`config.mk`:
```
export PLATFORM = sky130hd
export DESIGN_NAME = divider
export DESIGN_NICKNAME = d
export VERILOG_FILES = /design/src/rtl/divider_pkg.sv /design/src/rtl/divider.sv
export SDC_FILE = /design/constraint.sdc
export NUM_CORES = 1
export LEC_CHECK = 0
export ABC_CLOCK_PERIOD_IN_PS = 12400
export BUFFER_PORTS_ARGS = -buffer_cell sky130_fd_sc_hd__buf_4
export CAP_MARGIN = 0
export CORE_MARGIN = 2
export CORE_UTILIZATION = 46
export DETAILED_ROUTE_END_ITERATION = 10
export SLEW_MARGIN = 20
export SYNTH_ARGS = -nofsm -noshare
export SYNTH_HDL_FRONTEND = slang
export SYNTH_SLANG_ARGS = --single-unit
```
`constraint.sdc`:
```
create_clock -name clk -period 12.4 [get_ports clk]
set_clock_uncertainty 0.15 [all_clocks]
set_input_delay 2.48 -clock clk [delete_from_list [all_inputs] [get_ports clk]]
set_output_delay 2.48 -clock clk [all_outputs]
set_load 0.1 [all_outputs]
```
`src/rtl/divider_pkg.sv`:
```
// Shared RV32M divide-operation encodings and a small sign helper used by the divider.
package divider_pkg;

  localparam int DIV_OP_WIDTH = 2;

  localparam logic [DIV_OP_WIDTH-1:0] DIV_OP_DIV  = 2'b00;
  localparam logic [DIV_OP_WIDTH-1:0] DIV_OP_DIVU = 2'b01;
  localparam logic [DIV_OP_WIDTH-1:0] DIV_OP_REM  = 2'b10;
  localparam logic [DIV_OP_WIDTH-1:0] DIV_OP_REMU = 2'b11;

  function automatic logic [31:0] cond_neg(input logic [31:0] v, input logic neg);
    return neg ? (~v + 32'd1) : v;
  endfunction

endpackage

```
`src/rtl/divider.sv`:
```
// Multicycle radix-2 restoring divider for RV32M DIV/DIVU/REM/REMU.
// One quotient bit per cycle; divide-by-zero and signed overflow finish in one cycle.
module divider
  import divider_pkg::*;
(
  input  logic                    clk,
  input  logic                    resetn,
  input  logic                    div_valid,
  input  logic [DIV_OP_WIDTH-1:0] DIVop,
  input  logic [31:0]             dividend,
  input  logic [31:0]             divisor,
  output logic [31:0]             div_result,
  output logic                    div_ready,
  output logic                    div_busy
);

  typedef enum logic [1:0] {
    IDLE = 2'd0,
    CALC = 2'd1,
    DONE = 2'd2
  } state_t;

  state_t      state;
  logic [4:0]  count;
  logic [31:0] q;
  logic [31:0] r;
  logic [31:0] divisor_abs;
  logic        is_rem;
  logic        neg_q;
  logic        neg_r;

  logic        op_signed;
  logic        op_rem;
  logic        div_by_zero;
  logic        overflow;
  logic [31:0] special_result;

  logic [32:0] r_shift;
  logic [31:0] q_shift;
  logic [31:0] r_next;
  logic [31:0] q_next;

  always_comb begin
    op_signed   = (DIVop == DIV_OP_DIV) || (DIVop == DIV_OP_REM);
    op_rem      = (DIVop == DIV_OP_REM) || (DIVop == DIV_OP_REMU);
    div_by_zero = (divisor == '0);
    overflow    = op_signed && (dividend == 32'h8000_0000) && (divisor == '1);
    if (div_by_zero)
      special_result = op_rem ? dividend : '1;
    else
      special_result = op_rem ? '0 : 32'h8000_0000;
  end

  // The remainder after a successful subtract is below the divisor, so 32-bit
  // modular subtraction yields the exact result; bit 32 only feeds the compare.
  always_comb begin
    r_shift = {r, q[31]};
    q_shift = {q[30:0], 1'b0};
    r_next  = r_shift[31:0];
    q_next  = q_shift;
    if (r_shift >= {1'b0, divisor_abs}) begin
      r_next = r_shift[31:0] - divisor_abs;
      q_next = q_shift | 32'd1;
    end
  end

  always_ff @(posedge clk) begin
    if (!resetn) begin
      state       <= IDLE;
      count       <= '0;
      q           <= '0;
      r           <= '0;
      divisor_abs <= '0;
      is_rem      <= 1'b0;
      neg_q       <= 1'b0;
      neg_r       <= 1'b0;
      div_result  <= '0;
      div_ready   <= 1'b0;
      div_busy    <= 1'b0;
    end else begin
      case (state)
        IDLE: begin
          div_ready <= 1'b0;
          if (div_valid) begin
            div_busy <= 1'b1;
            if (div_by_zero || overflow) begin
              div_result <= special_result;
              div_ready  <= 1'b1;
              state      <= DONE;
            end else begin
              q           <= cond_neg(dividend, op_signed & dividend[31]);
              r           <= '0;
              divisor_abs <= cond_neg(divisor, op_signed & divisor[31]);
              is_rem      <= op_rem;
              neg_q       <= op_signed & (dividend[31] ^ divisor[31]);
              neg_r       <= op_signed & dividend[31];
              count       <= 5'd31;
              state       <= CALC;
            end
          end
        end
        CALC: begin
          q     <= q_next;
          r     <= r_next;
          count <= count - 5'd1;
          if (count == '0) begin
            div_result <= is_rem ? cond_neg(r_next, neg_r) : cond_neg(q_next, neg_q);
            div_ready  <= 1'b1;
            state      <= DONE;
          end
        end
        DONE: begin
          div_ready <= 1'b0;
          div_busy  <= 1'b0;
          state     <= IDLE;
        end
        default: state <= IDLE;
      endcase
    end
  end

endmodule
```
==> flow_metrics.tcl, run 1 <==
set metrics [dict create \
    outcome "finished clean" \
    clk_path_buf_depth 2 \
    synth-edff-count 0 \
    cts_hold_repair.buffers 0 \
    holdWs_ns 0.340 \
    syn_nets 1759 \
    yosysSeqAreaShare 0.238 \
    slew_headroom 0.302 \
    remaining_drc_errors 0 \
    synth-main-ff-cell "dfxtp_1" \
    power_per_cell_area_nw_per_um2 140 \
    initial_utilization 0.469 \
    io-pin-count 103 \
    grt_first_pass_wirelength_mm 64.7 \
    antenna_violating_nets_post_route 0 \
    htree_num_levels 4 \
    grt_overflow_total 0 \
    clkLatencyLatePin_ns 0.44 \
    grt_max_degree 82 \
    yosys_warnings 0 \
    track_usage 0.310 \
    fmaxAchievable_ghz 0.163 \
    crit_path_top_delay_cell "nor4_1" \
    yosys.cell_types.count 91 \
    post_route_cells_drive_above_1_share 0.108 \
    max_slew.worst_pin.slew_ns 1.05 \
    first_iter_violations 1318 \
    via_count 12500 \
    cts_buffers 17 \
    crit_path_end_kind "register" \
    finalWeightedCongestion 0.967 \
    cts_sinks 140 \
    synthToLayoutAreaGrowth_pct 12.5 \
    finalWirelength_mm 42.1 \
    wl_per_cell_um 20.8 \
    cts.repair_timing.setup_buffer_count 0 \
    design.die.area_um2 26900 \
    placeable_core_region_um2 25100 \
    cts_resized 0 \
    preCtsSetupSlack_ns 6.02 \
    post-route-worst-setup-slack_ns 6.26 \
    timing.critical_path.fanout_max 48 \
    hold_path_class "reg -> reg" \
    cts_tree "done" \
    fillers 2560 \
    rows 58 \
    num-nets-final 1790 \
    synth_area_per_cell_um2 7.15 \
    clk_pin_slew_worst_paths_ns 0.07 \
    cp_data_required_time_ns 12.59 \
    setup_viol_count_final 0 \
    die_width_um 164 \
    worstSetupPathType "in -> reg" \
    unrepaired_setup_endpoints_after_global_routing "false" \
    cts-root-buf "clkbuf_16" \
    maxCapViolations 0 \
    leading_post_synthesis_cells_by_cell_area "dfxtp_1 24%, nand2_1 6.1%, nor2_1 6.1%, o21ai_0 6.0%, a21oi_1 5.8%" \
    critPathArrivalTime_ns 6.32 \
    n_antenna_cell 0 \
    io_buffer_count 102 \
    share_of_the_synthesized_area_in_the_top_cell_type 0.238 \
    cp_slowest_stage_delay_ns 0.47 \
    avgViaCountPerCell 6.19 \
    syn_inst 1646 \
    async_set_or_reset_register_ratio_after_synthesis 0 \
    ys_top_cells_by_count "192 x nand2_1, 192 x nor2_1, 140 x dfxtp_1, 140 x o21ai_0, 136 x a21oi_1" \
    setup.worst_path.start_class "input port" \
    leakagePower_nw 5.11 \
    stdcell_area_um2 13200 \
    final_hold_viol_count 0 \
    place_hpwl_mm 31.7 \
    die_h_um 164 \
    irDropWorstVdd_uv 79.9 \
    period_minus_slack_ns 6.14 \
    fin_crit_sh 0.495 \
    synth.ff_latch_count 140 \
    fin_setup_tns_ns 0 \
    netlist_area_um2 11800 \
    drt_pre_antenna_iters 5 \
    synth_largest_area_cell "dfxtp_1" \
    power.total_mw 1.85 \
    first_global_vias 11100 \
    placed_area_um2 12600 \
    grt_antenna_before_repair 1 \
    crit_path_cell_trace "buf_4, or3_1, nor4_1, nor3b_1, nand3_1, o21ai_1, a31o_2, and2_1, buf_4, nand3_1, nor3_1, a211oi_1, o31ai_2" \
    finalMaxSlewViolations 0 \
]
[path summary, 6_finish.rpt]
path                                       from              end  slack [ns]  cells past startpoint
worst max register to register             r[8]   div_result[18]        6.35                     19
worst max-delay path                divisor[19]   div_result[22]        6.26                     13
worst min-delay path            divisor_abs[31]  divisor_abs[31]        0.34                      2
worst min register to register  divisor_abs[31]  divisor_abs[31]        0.34                      2
[metal layers]
layer,wire [um],GRT usage
met5,0,0
met4,704,0.0698
met3,3760,0.0699
met2,17800,0.453
met1,19800,0.460
[worst max-delay path: cells and delay by family]
kind,cells,cell delay (ns)
compound gates,4,0.86
buf+inv,2,0.55
simple gates,7,2.45
[cell usage in the layout, fill, tap and decap left out, types with 18 or more instances in the layout]
master    count
nand2_1     192
nor2_1      188
o21ai_0     140
dfxtp_1     140
a21oi_1     136
buf_4       110
xnor2_1      63
inv_1        60
xor2_1       57
a211oi_1     43
ha_1         42
nor3_1       38
mux2i_1      34
o211ai_1     25
nand3_1      24
a31oi_1      24
nand4_1      23
or3_1        21
and2_1       18
a22oi_1      18
[state kept, by name (all words and copies together), names as in the netlist]
signal	cells
divisor_abs	32
q	32
r	32
neg_q	1
div_result	32
count	5
is_rem	1
neg_r	1
state	2
div_ready	1
div_busy	1
[area by class of cell]
type	instances	area [um2]	share of cell area
Clock buffer	17	425	0.0321
Multi-Input combinational cell	1343	8350	0.631
Timing Repair Buffer	110	826	0.0624
Clock inverter	15	175	0.0132
Inverter	65	248	0.0187
Tap cell	330	413	0.0312
Sequential cell	140	2800	0.212
[metrics by stage]
step / cells / utilization
finish: 2020 / 0.527
detailed placement: 1988 / 0.503
CTS: 2020 / 0.527
global placement: 1988 / 0.503
floorplan: 1646 / -
global route: 2020 / 0.527
[cell families after synthesis]
group,after synthesis,synth area share
and+or+nand+nor,599,0.239
AOI/OAI and AO/OA,538,0.293
buffers and inverters,163,0.0564
DFF,140,0.238
xor gates and xnor gates,120,0.0893
adders and majority gates,44,0.0474
muxes,42,0.0372
[power by group]
group / total, mW / switching, mW / internal [mW] / leakage, nW
Sequential: 0.554 / 0.0522 / 0.502 / 1.14
Combinational: 0.757 / 0.520 / 0.237 / 3.68
Clock: 0.537 / 0.233 / 0.304 / 0.291
Total: 1.85 / 0.806 / 1.04 / 5.11
Note: power is estimated with default switching activity, not from simulation.
==> run 2: changes to the inputs <==
--- a/config.mk
+++ b/config.mk
@@ -5,7 +5,7 @@
 export SDC_FILE = /design/constraint.sdc
 export NUM_CORES = 1
 export LEC_CHECK = 0
-export ABC_CLOCK_PERIOD_IN_PS = 12400
+export ABC_CLOCK_PERIOD_IN_PS = 6440
 export BUFFER_PORTS_ARGS = -buffer_cell sky130_fd_sc_hd__buf_4
 export CAP_MARGIN = 0
 export CORE_MARGIN = 2
==> constraint.sdc (replaced) <==
create_clock -name clk -period 6.44 [get_ports clk]
set_clock_uncertainty 0.15 [all_clocks]
set_input_delay 1.288 -clock clk [delete_from_list [all_inputs] [get_ports clk]]
set_output_delay 1.288 -clock clk [all_outputs]
set_load 0.1 [all_outputs]
==> flow_metrics.tcl, run 2 (synthesis results as in run 1) <==
set metrics [dict create \
    outcome "finished clean" \
    placeable_core_region_um2 25100 \
    grt_overflow_total 0 \
    track_usage 0.317 \
    first_iter_violations 1325 \
    cts_hold_repair.buffers 0 \
    hold_path_class "reg -> reg" \
    rows 58 \
    grt_first_pass_wirelength_mm 65.4 \
    final_hold_viol_count 0 \
    preCtsSetupSlack_ns 1.29 \
    power_per_cell_area_nw_per_um2 268 \
    layout_common_cells "192 x nand2_1, 188 x nor2_1, 140 x o21ai_0, 140 x dfxtp_1, 136 x a21oi_1" \
    io_buffer_count 102 \
    fin_setup_tns_ns 0 \
    first_global_vias 11200 \
    post-route-worst-setup-slack_ns 1.21 \
    io-pin-count 103 \
    die_width_um 164 \
    finalWeightedCongestion 0.946 \
    fmaxAchievable_ghz 0.191 \
    finalMaxSlewViolations 0 \
    drt_pre_antenna_iters 7 \
    via_count 12500 \
    final_common_cell "nand2_1" \
    cts_resized 0 \
    leakagePower_nw 5.15 \
    grt_antenna_before_repair 3 \
    rrSetupSlack_ns 1.21 \
    cts_buffers 17 \
    remaining_drc_errors 0 \
    cts_tree "done" \
    cp_data_required_time_ns 6.63 \
    irDropWorstVdd_uv 206 \
    n_antenna_cell 0 \
    die_h_um 164 \
    htree_num_levels 4 \
    wl_per_cell_um 21.2 \
    final-instance-count-excl-fill 2030 \
    cts_sinks 140 \
    num-nets-final 1800 \
    dp.cells 1998 \
    timing.critical_path.fanout_max 19 \
    cts-root-buf "clkbuf_16" \
    clkLatencyLatePin_ns 0.43 \
    fillers 2601 \
    setup.worst_path.start_class "register" \
    clk_path_buf_depth 2 \
    slew_headroom 0.305 \
    initial_utilization 0.469 \
    synthToLayoutAreaGrowth_pct 12.9 \
    grt_max_degree 83 \
    clk_pin_slew_worst_paths_ns 0.06 \
    finalWirelength_mm 43.0 \
    fin_crit_sh 0.812 \
    avgViaCountPerCell 6.17 \
    critPathArrivalTime_ns 5.42 \
    setup_viol_count_final 0 \
    maxCapViolations 0 \
    max_slew.worst_pin.slew_ns 1.04 \
    design.die.area_um2 26900 \
    crit_path_end_kind "register" \
    cts.repair_timing.setup_buffer_count 0 \
    unrepaired_setup_endpoints_after_global_routing "false" \
    place_hpwl_mm 32.6 \
    post_route_cells_drive_above_1_share 0.112 \
    antenna_violating_nets_post_route 0 \
    period_minus_slack_ns 5.23 \
    worstSetupPathType "reg -> reg" \
]
==> run 2: changes by cell type in the layout (fill, tap and decap cells not counted), sizes merged <==
cell    change
buf        +10
clkinv      +2
inv         -2
==> run 2: critical path, stage by stage, from the launching register on <==
cell       delay (ns)
dfxtp_1          0.34
inv_1            0.06
ha_1             0.48
o2111ai_1        0.36
a2111o_1         0.58
a31oi_2          0.20
o21a_4           0.21
inv_4            0.11
nand2_1          0.08
o21ai_0          0.14
inv_1            0.09
ha_1             0.21
o2111ai_1        0.18
a2111oi_0        0.34
mux2i_1          0.20
or4_1            0.59
o41ai_2          0.35
xor2_1           0.24
a21oi_1          0.10
o22ai_1          0.13
==> run 2: per-layer routing <==
metal,up-vias,track usage,share of wire
met2,457,0.459,0.42
li1,6073,-,-
met4,6,0.0821,0.019
met1,5926,0.461,0.48
met5,-,0,0.00084
met3,64,0.0851,0.087
==> run 2: where the power goes <==
part	total (mW)	switching, mW	internal [mW]
sequential	1.07	0.0998	0.967
clock	1.03	0.450	0.579
combinational	1.46	0.999	0.460
total	3.55	1.55	2.01
==> run 2: layout make-up <==
cell class | count | area, um2 | share of cell area
clock buffer | 17 | 425 | 0.0320
clock inverter | 15 | 163 | 0.0122
inverter | 65 | 248 | 0.0186
multi-input combinational | 1343 | 8330 | 0.627
sequential | 140 | 2800 | 0.211
tap | 330 | 413 | 0.0311
timing repair buffer | 120 | 901 | 0.0678
==> run 2: worst paths after layout <==
kind / cells after the start / endpoint / from
worst max-delay path: 19 / div_result[18] / divisor_abs[3]
worst min-delay path: 2 / q[30] / q[30]
worst max register to register: 19 / div_result[18] / divisor_abs[3]
worst min register to register: 2 / q[30] / q[30]
==> run 2: metrics by stage <==
stage / hold WS [ns] / power (mW) / instance area [um2] / utilization
after CTS: 0.335 / 3.53 / 13300 / 0.529
after detailed placement: 0.326 / 2.51 / 12700 / 0.506
final: 0.338 / 3.55 / 13300 / 0.529
after floorplan: 0.300 / 2.10 / 11800 / -
after global placement: 0.325 / 2.50 / 12700 / 0.506
after global routing: 0.346 / 3.74 / 13300 / 0.529
==> run 3: changes to the inputs <==
--- a/config.mk
+++ b/config.mk
@@ -5,12 +5,13 @@
 export SDC_FILE = /design/constraint.sdc
 export NUM_CORES = 1
 export LEC_CHECK = 0
-export ABC_CLOCK_PERIOD_IN_PS = 6440
+export ABC_CLOCK_PERIOD_IN_PS = 4300
 export BUFFER_PORTS_ARGS = -buffer_cell sky130_fd_sc_hd__buf_4
 export CAP_MARGIN = 0
 export CORE_MARGIN = 2
 export CORE_UTILIZATION = 46
 export DETAILED_ROUTE_END_ITERATION = 10
+export PLACE_DENSITY = 0.67
 export SLEW_MARGIN = 20
 export SYNTH_ARGS = -nofsm -noshare
 export SYNTH_HDL_FRONTEND = slang
==> constraint.sdc (replaced) <==
create_clock -name clk -period 4.3 [get_ports clk]
set_clock_uncertainty 0.15 [all_clocks]
set_input_delay 0.86 -clock clk [delete_from_list [all_inputs] [get_ports clk]]
set_output_delay 0.86 -clock clk [all_outputs]
set_load 0.1 [all_outputs]
==> flow_metrics.tcl, run 3 (synthesis results as in run 1) <==
set metrics [dict create \
    outcome "finished, violations left" \
    violated_checks "setup timing" \
    first_iter_violations 1569 \
    period_minus_slack_ns 4.30 \
    critPathArrivalTime_ns 4.47 \
    fin_setup_tns_ns -0.00252 \
    setup_viol_count_final 1 \
    setup.worst_path.start_class "register" \
    final_hold_viol_count 0 \
    post-route-worst-setup-slack_ns -0.00252 \
    clkLatencyLatePin_ns 0.44 \
    unrepaired_setup_endpoints_after_global_routing "true" \
    cp_data_required_time_ns 4.47 \
    via_count 13700 \
    io_buffer_count 102 \
    worstReg2RegEnd "div_result[22]" \
    cts_tree "done" \
    first_global_vias 12400 \
    timing.hold.worst_path_depth 2 \
    timing.reg2reg.worst_path_depth 17 \
    cts-root-buf "clkbuf_16" \
    crit_path_end_kind "register" \
    die_h_um 164 \
    clk_pin_slew_worst_paths_ns 0.07 \
    initial_utilization 0.469 \
    hold_path_class "reg -> reg" \
    htree_num_levels 4 \
    area.sequential_um2 2820 \
    preCtsSetupSlack_ns -0.414 \
    leakagePower_nw 6.30 \
    synthToLayoutAreaGrowth_pct 32.2 \
    post_route_cells_drive_above_1_share 0.250 \
    wl_per_cell_um 20.6 \
    holdWs_ns 0.343 \
    worstHoldStart "q[30]" \
    cts_buffers 17 \
    fmaxAchievable_ghz 0.232 \
    combined_area_of_the_multi_input_logic_cells_um2 8910 \
    power_per_cell_area_nw_per_um2 387 \
    clk_path_buf_depth 2 \
    io-pin-count 103 \
    maxCapViolations 0 \
    irDropWorstVdd_uv 252 \
    placed_area_um2 14200 \
    drt_pre_antenna_iters 8 \
    rrSetupSlack_ns -0.003 \
    worstSetupPathType "reg -> reg" \
    final_common_cell "buf_4" \
    whs_endpoint "q[30]" \
    die_width_um 164 \
    critical_path.startpoint "divisor_abs[1]" \
    n_antenna_cell 0 \
    max_slew.worst_pin.slew_ns 1.14 \
    grt_antenna_before_repair 0 \
    rows 58 \
    antenna_violating_nets_post_route 0 \
    layout_common_cells "328 x buf_4, 190 x nand2_1, 187 x nor2_1" \
    rr_startpoint "divisor_abs[1]" \
    grt_first_pass_wirelength_mm 69.4 \
    finalWeightedCongestion 0.979 \
    remaining_drc_errors 0 \
    timing.critical_path.fanout_max 6 \
    grt_overflow_total 0 \
    finalWirelength_mm 46.2 \
    track_usage 0.335 \
    grt_max_degree 66 \
    slew_headroom 0.240 \
    cts_sinks 140 \
    design.die.area_um2 26900 \
    fillers 2356 \
    finalMaxSlewViolations 0 \
    avgViaCountPerCell 6.12 \
    fin_crit_sh 1.00 \
    place_hpwl_mm 34.8 \
    num-nets-final 2014 \
    placeable_core_region_um2 25100 \
    stdcell_area_um2 15600 \
]
## run 3: metrics by stage
step	instances	utilization	power, mW
after detailed placement	2197	0.567	4.11
after global routing	2243	0.620	6.28
after floorplan	1646	-	3.17
after global placement	2197	0.567	4.09
after CTS	2233	0.601	5.82
final	2243	0.620	6.01
## run 3: repair_timing
item	CTS	global route
endpoints found under the setup margin	14	21
hold buffers	0	0
pin swaps	7	31
resized for setup	31	69
buffers inserted	5	10
## run 3: power by group
| part | switching [mW] | internal, mW | total (mW) |
|---|---|---|---|
| Combinational | 1.71 | 1.07 | 2.78 |
| Clock | 0.648 | 0.975 | 1.62 |
| Sequential | 0.157 | 1.45 | 1.61 |
## run 3: worst max path at each step
stage                           endpoint
after detailed placement  div_result[30]
after CTS                 div_result[30]
final                     div_result[22]
after global routing      div_result[26]
after floorplan           div_result[22]
after global placement    div_result[30]
## run 3: per-layer routing
| metal | part of all wire | wire length, um | up-vias | global-route usage |
|---|---|---|---|---|
| li1 | - | - | 6494 | - |
| met1 | 0.44 | 20300 | 6471 | 0.471 |
| met2 | 0.44 | 20200 | 666 | 0.510 |
| met3 | 0.10 | 4620 | 88 | 0.0831 |
| met4 | 0.025 | 1160 | 0 | 0.0841 |
| met5 | 0 | 0 | - | 0 |
## run 3: final cells by class
cell class | count | area share
repair buffers | 334 | 0.164
inverters | 65 | 0.0159
multi-input cells | 1343 | 0.573
clock inverters | 13 | 0.0124
flip-flops and latches | 140 | 0.181
clock buffers | 18 | 0.0276
well taps | 330 | 0.0265
## run 3: worst max-delay path, cell delays in order (launching register included)
cell       delay [ns]
dfxtp_2          0.34
inv_2            0.05
ha_4             0.26
nor2b_4          0.17
o2111ai_4        0.14
a2111o_1         0.43
a31oi_2          0.17
o21a_4           0.20
mux2i_2          0.23
ha_2             0.25
o2111ai_4        0.18
a2111oi_4        0.24
mux2i_1          0.16
or4_4            0.52
or2_4            0.30
o211ai_1         0.16
o31a_1           0.17
o31ai_2          0.05
